## config.mk

```make
export PLATFORM = sky130hd
export DESIGN_NAME = clk_div_sched
export DESIGN_NICKNAME = d
export VERILOG_FILES = /design/src/rtl/clk_div_sched.sv
export SDC_FILE = /design/constraint.sdc
export NUM_CORES = 1
export LEC_CHECK = 0
export ABC_AREA = 0
export CORE_ASPECT_RATIO = 1.2
export CORE_MARGIN = 3
export CORE_UTILIZATION = 44
export DETAILED_ROUTE_END_ITERATION = 10
export GPL_ROUTABILITY_DRIVEN = 0
export PLACE_DENSITY = 0.83
export SLEW_MARGIN = 20
export SYNTH_ARGS = -nofsm -noshare
export SYNTH_HDL_FRONTEND = slang
export SYNTH_SLANG_ARGS = --single-unit
```

## constraint.sdc

```tcl
create_clock -name clk_in -period 9.1 [get_ports clk_in]
set_input_delay 2.73 -clock clk_in [delete_from_list [all_inputs] [get_ports clk_in]]
set_output_delay 2.73 -clock clk_in [all_outputs]
set_load 0.01 [all_outputs]
```

## src/rtl/clk_div_sched.sv

```systemverilog
// rtl/clk_div_sched.sv - round-robin arbitrated programmable clock divider
// One requester at a time owns clk_out for a fixed number of output periods.
module clk_div_sched #(
  parameter int NREQ = 4,
  parameter int W    = 32,
  parameter int CW   = 16
) (
  input  logic                 clk_in,
  input  logic                 rstn,
  input  logic [NREQ-1:0]      req,
  input  logic [NREQ*W-1:0]    div_n,
  input  logic [NREQ*CW-1:0]   cycles,
  output logic [NREQ-1:0]      gnt,
  output logic                 busy,
  output logic                 clk_out,
  output logic                 tick,
  output logic [NREQ-1:0]      done,
  output logic [NREQ-1:0]      err
);
  localparam int PW = $clog2(NREQ);

  typedef enum logic [1:0] {S_IDLE, S_LOAD, S_RUN, S_DONE} state_t;

  state_t          state_q, state_d;
  logic [PW-1:0]   sel_q, sel_d, ptr_q, ptr_d;
  logic [W-1:0]    h_q, h_d, cnt_q, cnt_d;
  logic [CW-1:0]   rem_q, rem_d;
  logic [NREQ-1:0] gnt_q, gnt_d, done_q, done_d, err_q, err_d;
  logic            busy_q, busy_d, clk_out_q, clk_out_d, tick_q, tick_d;

  logic            scan_hit;
  logic [PW-1:0]   scan_sel, scan_idx, scan_nxt, sel_nxt;
  logic [W-1:0]    scan_div;
  logic [CW-1:0]   scan_cyc;
  logic [NREQ-1:0] scan_oh, sel_oh;
  logic            abort;

  // Rotating priority scan starting at ptr; first requester found wins.
  always_comb begin
    scan_hit = 1'b0;
    scan_sel = '0;
    scan_idx = '0;
    scan_div = '0;
    scan_cyc = '0;
    for (int k = 0; k < NREQ; k++) begin
      scan_idx = PW'((int'(ptr_q) + k) % NREQ);
      if (!scan_hit && req[scan_idx]) begin
        scan_hit = 1'b1;
        scan_sel = scan_idx;
      end
    end
    for (int k = 0; k < NREQ; k++) begin
      if (scan_sel == PW'(k)) begin
        scan_div = div_n[k*W +: W];
        scan_cyc = cycles[k*CW +: CW];
      end
    end
  end

  assign scan_oh  = {{(NREQ-1){1'b0}}, 1'b1} << scan_sel;
  assign sel_oh   = {{(NREQ-1){1'b0}}, 1'b1} << sel_q;
  assign scan_nxt = (int'(scan_sel) == NREQ-1) ? '0 : scan_sel + 1'b1;
  assign sel_nxt  = (int'(sel_q) == NREQ-1) ? '0 : sel_q + 1'b1;
  assign abort    = !req[sel_q];

  always_comb begin
    state_d   = state_q;
    sel_d     = sel_q;
    ptr_d     = ptr_q;
    h_d       = h_q;
    cnt_d     = cnt_q;
    rem_d     = rem_q;
    gnt_d     = gnt_q;
    busy_d    = busy_q;
    clk_out_d = clk_out_q;
    tick_d    = 1'b0;
    done_d    = '0;
    err_d     = '0;
    case (state_q)
      S_IDLE: begin
        if (scan_hit) begin
          if (scan_div < W'(2) || scan_cyc == '0) begin
            err_d = scan_oh;
            ptr_d = scan_nxt;
          end else begin
            state_d   = S_LOAD;
            sel_d     = scan_sel;
            h_d       = scan_div >> 1;
            rem_d     = scan_cyc;
            cnt_d     = '0;
            gnt_d     = scan_oh;
            busy_d    = 1'b1;
            clk_out_d = 1'b1;
          end
        end
      end
      S_LOAD, S_RUN: begin
        // A dropped request releases the engine and wins over any toggle.
        if (abort) begin
          state_d   = S_IDLE;
          gnt_d     = '0;
          busy_d    = 1'b0;
          clk_out_d = 1'b1;
          cnt_d     = '0;
          ptr_d     = sel_nxt;
        end else if (state_q == S_LOAD) begin
          state_d = S_RUN;
        end else if (cnt_q == h_q - 1'b1) begin
          cnt_d     = '0;
          clk_out_d = ~clk_out_q;
          if (!clk_out_q) begin
            tick_d = 1'b1;
            rem_d  = rem_q - 1'b1;
            if (rem_q == CW'(1)) begin
              state_d = S_DONE;
              done_d  = sel_oh;
              gnt_d   = '0;
              busy_d  = 1'b0;
              ptr_d   = sel_nxt;
            end
          end
        end else begin
          cnt_d = cnt_q + 1'b1;
        end
      end
      default: begin
        state_d   = S_IDLE;
        clk_out_d = 1'b1;
      end
    endcase
  end

  always_ff @(posedge clk_in or negedge rstn) begin
    if (!rstn) begin
      state_q   <= S_IDLE;
      sel_q     <= '0;
      ptr_q     <= '0;
      h_q       <= '0;
      cnt_q     <= '0;
      rem_q     <= '0;
      gnt_q     <= '0;
      busy_q    <= 1'b0;
      clk_out_q <= 1'b1;
      tick_q    <= 1'b0;
      done_q    <= '0;
      err_q     <= '0;
    end else begin
      state_q   <= state_d;
      sel_q     <= sel_d;
      ptr_q     <= ptr_d;
      h_q       <= h_d;
      cnt_q     <= cnt_d;
      rem_q     <= rem_d;
      gnt_q     <= gnt_d;
      busy_q    <= busy_d;
      clk_out_q <= clk_out_d;
      tick_q    <= tick_d;
      done_q    <= done_d;
      err_q     <= err_d;
    end
  end

  assign gnt     = gnt_q;
  assign busy    = busy_q;
  assign clk_out = clk_out_q;
  assign tick    = tick_q;
  assign done    = done_q;
  assign err     = err_q;

endmodule
```

======== Word level (Yosys, flattened, before mapping) ========
Index checks and enable logic that the tools add are counted.
operators by class
  eq/ne operators ......................... 23
  div/mod/pow operators ................... 0
  $lt $le $gt $ge ......................... 6
  bitwise operators ....................... 2
  shift-type cells ........................ 2
  reduce and logical (&&, ||, !) cells .... 19
  multiplexer cells ....................... 91
  $mul .................................... 0
  add/subtract/negate cells ............... 8
operators by type and width
  operator                                                                number
  32-bit two-way mux                                                      9
  16-bit two-way mux                                                      10
  4-bit two-way mux                                                       16
  32-bit case mux with 2 select lines                                     1
  2-bit two-way mux                                                       20
  32-bit by 1-bit adder with 32-bit output (second input constant)        1
  32-bit == test                                                          1
  32-bit by 2-bit < comparator with 1-bit output (second input constant)  1
  16-bit case mux with 2 select lines                                     1
  31-bit by 1-bit subtractor with 32-bit output (second input constant)   1
  1-bit two-way mux                                                       24
  7-bit AND reduction                                                     3
  16-bit by 1-bit == test with 1-bit output (second input constant)       1
  16-bit logical NOT                                                      1
  16-bit by 1-bit subtractor with 16-bit output (second input constant)   1
  2-bit by 3-bit < comparator with 1-bit output (second input constant)   5
  2-bit inequality test (second input constant)                           7
  3-bit inequality test (second input constant)                           4
  4-bit inequality test (second input constant)                           3
  1-bit binary-select mux with 2-bit select                               5
  2-bit by 1-bit == test with 1-bit output (second input constant)        4
  2-bit case mux with 2 select lines                                      2
  4-bit case mux with 2 select lines                                      1
  4-bit AND reduction                                                     2
  other kinds (14)                                                        27
word-level totals
  memory bits (writable) .................. 0
  flip-flop bits (word level) ............. 100
  bits of input ports ..................... 198
  output and inout port bits .............. 15
  memories kept ........................... 0
  bits in latches ......................... 0
  ROM bits ................................ 0

======== Logic depth before layout (Yosys ltp) ========
  depth after elaboration ................. 22
  depth in mapped cells ................... 18
  depth with buffers taken out ............ 14

======== Least setup slack after synthesis ========
OpenSTA, ideal clock, no wires.
  path kind ............................... input port to flip-flop
  from .................................... input req[2]
  to ...................................... register cnt_q[0]
  path slack .............................. 2.367 ns
  cell stages on the path ................. 17
  required time ........................... 8.975 ns
  arrival time ............................ 6.608 ns
  setup time .............................. 0.125 ns
  path through ............................ nor2b_1 a221oi_1 inv_1 ha_1 or2_2 clkbuf_1 clkbuf_1 a221oi_1 o22ai_1 nor4_1 nand4_1 o211ai_1 clkbuf_1 a21oi_1 and3_1 clkbuf_1 mux2_2
between the ends
  word-level cells in the longest chain between the ends .. 21
  elaborated cells between the ends (all ways) .. 45
  those cells by class .................... 1 x order compare; 6 x eq/ne; 28 x mux; 10 x reduce/logical
RTL lines
  item                                                                                  RTL line  source
  start, declared                                                                       10        input logic [NREQ-1:0] req,
  1-bit binary-select mux with 2-bit select                                             47        if (!scan_hit && req[scan_idx]) begin
  1-bit two-way mux (not written as such)                                               47
  1-bit two-way mux                                                                     47
  1-bit logical NOT                                                                     47
  1-bit logical AND                                                                     47
  1-bit two-way mux                                                                     47
  1-bit logical NOT                                                                     47
  1-bit logical AND                                                                     47
  (+3 left out)                                                                         n/a
  2-bit two-way mux *                                                                   47
  net scan_sel[0]                                                                       32        logic [PW-1:0] scan_sel, scan_idx, scan_nxt, sel_nxt;
  2-bit logical NOT                                                                     53        if (scan_sel == PW'(k)) begin
  32-bit two-way mux or 16-bit two-way mux (tied branches) (4 in a row)                 53
  32-bit by 2-bit < comparator with 1-bit output or 16-bit logical NOT (tied branches)  82        if (scan_div < W'(2) || scan_cyc == '0) begin
  1-bit logical OR *                                                                    82
  2-bit inequality test (no source line) *                                              n/a
  4-bit AND reduction (no source line) *                                                n/a
  end signal, assigned                                                                  152       cnt_q <= cnt_d;
  end, declared                                                                         26        logic [W-1:0] h_q, h_d, cnt_q, cnt_d;
The timed path passes the listed nets; every way through them passes the cells marked *. The select of a mux whose other input is x is not followed.
A chain may end at the register's enable or synchronous reset.

======== Worst setup path after layout ========
Ends and elaborated chain as after synthesis.

==> results.cfg <==
[status]
status = completed

[global_routing]
grt_pass1_vias = 7930
antenna_found_initial = 0
grt_usage_pct = 27.2
overflow = 0
grt_max_degree = 76
grt_first_pass_wirelength_um = 41900

[setup_path]
path_buf_inv = 4
cp_cell_sequence = clkdlybuf4s50_1 > nor2b_1 > a221oi_1 > buf_4 > inv_1 > ha_1 > or2_2 > buf_4 > a221oi_1 > o22ai_1 > nor4_1 > nand4_1 > o211ai_1 > a21oi_1 > and3_1 > mux2_2
crit_type = input pin to register
crit_family = compound AO/OA/AOI/OAI gates
crit_path_max_fanout = 26
slowest_stage = o211ai_1
slowest_delay_ns = 0.63
crit_required_ns = 9.33
worstSetupStartpointType = input pin
end_kind = register
crit_arrival_ns = 8.10

[detailed_routing]
wire_per_inst_um = 20.5
viasPerCell = 6.43
ant_nets = 0
wirelength_um = 26700
drtIter0Drc = 780
drc = 0
vias = 8371
firstDrtPassIters = 7

[final_layout]
instances_no_fill = 1301
syn_to_final_growth_pct = 32.5
num_antenna_cells = 0
register_area_sq_mm = 0.00250
layout_commonest_cell = clkdlybuf4s50_1
multi_input_area_sq_mm = 0.00486
final_layout_size_suffix_gt1_share_pct = 7.93
final_cell_mix = 207 x clkdlybuf4s50_1, 99 x dfrtp_1, 65 x nor2_1, 64 x o22ai_1, 50 x a221oi_1
fillers = 1488
nets = 1294
fin_area_sq_mm = 0.0103

[power]
peakVddDrop_uv = 153
leakagePower_nw = 3.92
power_density_mw_per_mm2 = 276

[synth]
synthesis.area_sq_mm = 0.00775
synth_cells = 914
synth_fp_nets = 1128
synth-main-ff-cell = dfrtp_1
synth_cell_types = 76
synth.top_cells.by_area = dfrtp_1 32%, a221oi_1 5.6%, o22ai_1 5.2%
async_flop_share_pct = 100
synth_edf_count = 0
synth-seq-cells = 100
yosysWarningCount = 0
synth_top_area_cell = dfrtp_1
avgSynthCellArea_sq_um = 8.48
synth_seq_area_share_pct = 32.3
synth_top_cell_area_share_pct = 32.0

[clock_network]
clkTransAtPathRegs_ns = 0.08
cts_tree = built
post_cts_buffers = 0
cts_resized = 0
cts_buffer_depth = 2
cts-buffers-inserted = 9
clk_latency_ns = 0.35
clock-sinks = 100
htree_levels = 3
hold_buffers = 0
root_buffer = clkbuf_16

[timing]
timing.final.ws_setup_ns = 1.23
hold_slack_ns = 0.536
finalCritPeriodShare_pct = 86.5
tightestPinTransition_ns = 0.958
rsz0062_at_grt = no
hold_viol = 0
drv_slew = 0
max_freq_ghz = 0.127
setup_viol = 0
skew_ns = 0.0122
min_period_ns = 7.87
finalSetupTns_ns = 0
maxSlewHeadroom_pct = 36.1

[die]
start_util_pct = 45.5
die-area_sq_mm = 0.0193
chipHeight_um = 151
core_area_sq_mm = 0.0170
io_pins = 213
rows = 52
fp.dieW_um = 127

[place]
dp.cells = 1285
io_buffers = 208
placed_cell_area_sq_mm = 0.00999
dp_hpwl_um = 20500
preCtsSetupSlack_ns = 0.880

[run]
cap_violations = 0

[worst_hold_path]
hold_path.class = register to register
==> stage by stage <==
stage                     util (%)  power (mW)
after floorplan                  -        1.92
after global placement        58.6        2.38
after detailed placement      58.6        2.43
after CTS                     60.2        2.80
after global routing          60.2        3.02
final                         60.2        2.83
==> routing by layer <==
metal  wire length [um]  vias up  track usage, %
met2              13400      400            46.1
met4                696        0            9.28
met1              10600     4024            35.0
met5                  0        -               0
met3               1940       47            4.80
li1                   -     3900               -
==> registers in the layout, indices dropped and copies added, names as in the netlist <==
signal   flops
gnt          4
cnt_q       32
err          4
done         4
busy         1
tick         1
clk_out      1
ptr_q        2
state_q      2
rem_q       16
h_q         31
sel_q        2
==> power by group <==
group          leakage (nW)  internal, mW  switching (mW)
Sequential             1.30         0.569           0.190
Combinational          2.49         0.713           0.995
Clock                 0.130         0.188           0.178
Total                  3.92          1.47            1.36
==> cells in the mapped netlist, types with 9 or more instances <==
library cell	instances
xnor2_1	36
a221oi_1	50
inv_1	39
nor2_1	65
a21oi_1	38
and3_1	16
nand2_1	45
xor2_1	9
or3_1	11
nor4_1	26
o21ai_0	22
or4_1	10
nor2b_1	10
nand3b_1	10
nand4_1	22
nor3_1	35
nand3_1	24
o22ai_1	64
clkbuf_1	63
ha_1	16
dfrtp_1	99
mux2_2	14
o31ai_1	29
==> kinds of logic after synthesis <==
logic type / after synthesis / synth area share, %
compound gates: 298 / 28.5
xor+xnor: 45 / 5.08
fa+ha+maj: 16 / 2.58
buf+inv: 110 / 5.52
flops: 100 / 32.3
mux: 17 / 2.58
simple gates: 328 / 23.4
==> area by class of cell <==
cell class                 instances  area share [%]
clock buffer                      10            2.23
clock inverter                     6           0.451
tap                              216            2.63
timing repair buffer             225            21.5
inverter                          40            1.46
multi-input combinational        704            47.4
sequential                       100            24.4
==> worst register-to-register path, delay by kind of cell (launching register included) <==
family,cells,cell delay [ns]
AOI/OAI and AO/OA,6,1.90
and+or+nand+nor,5,1.86
buffers and inverters,3,0.52
DFF,1,0.45
muxes,1,0.32
adders and majority gates,1,0.28
==> final timing paths <==
check | from | endpoint | cells after the start | slack, ns
setup reg to reg | ptr_q[1]$_DFFE_PN0P_ | cnt_q[0]$_DFFE_PN0P_ | 16 | 3.65
max in group asynchronous | rstn | h_q[2]$_DFFE_PN0P_ | 2 | 5.55
min in group asynchronous | rstn | err[0]$_DFF_PN0_ | 1 | 2.28
hold / removal | gnt[2]$_DFFE_PN0P_ | gnt[2]$_DFFE_PN0P_ | 2 | 0.54
hold reg to reg | gnt[2]$_DFFE_PN0P_ | gnt[2]$_DFFE_PN0P_ | 2 | 0.54
setup / recovery | req[2] | cnt_q[0]$_DFFE_PN0P_ | 16 | 1.23
No activity file was read; power rests on OpenSTA's default activity.
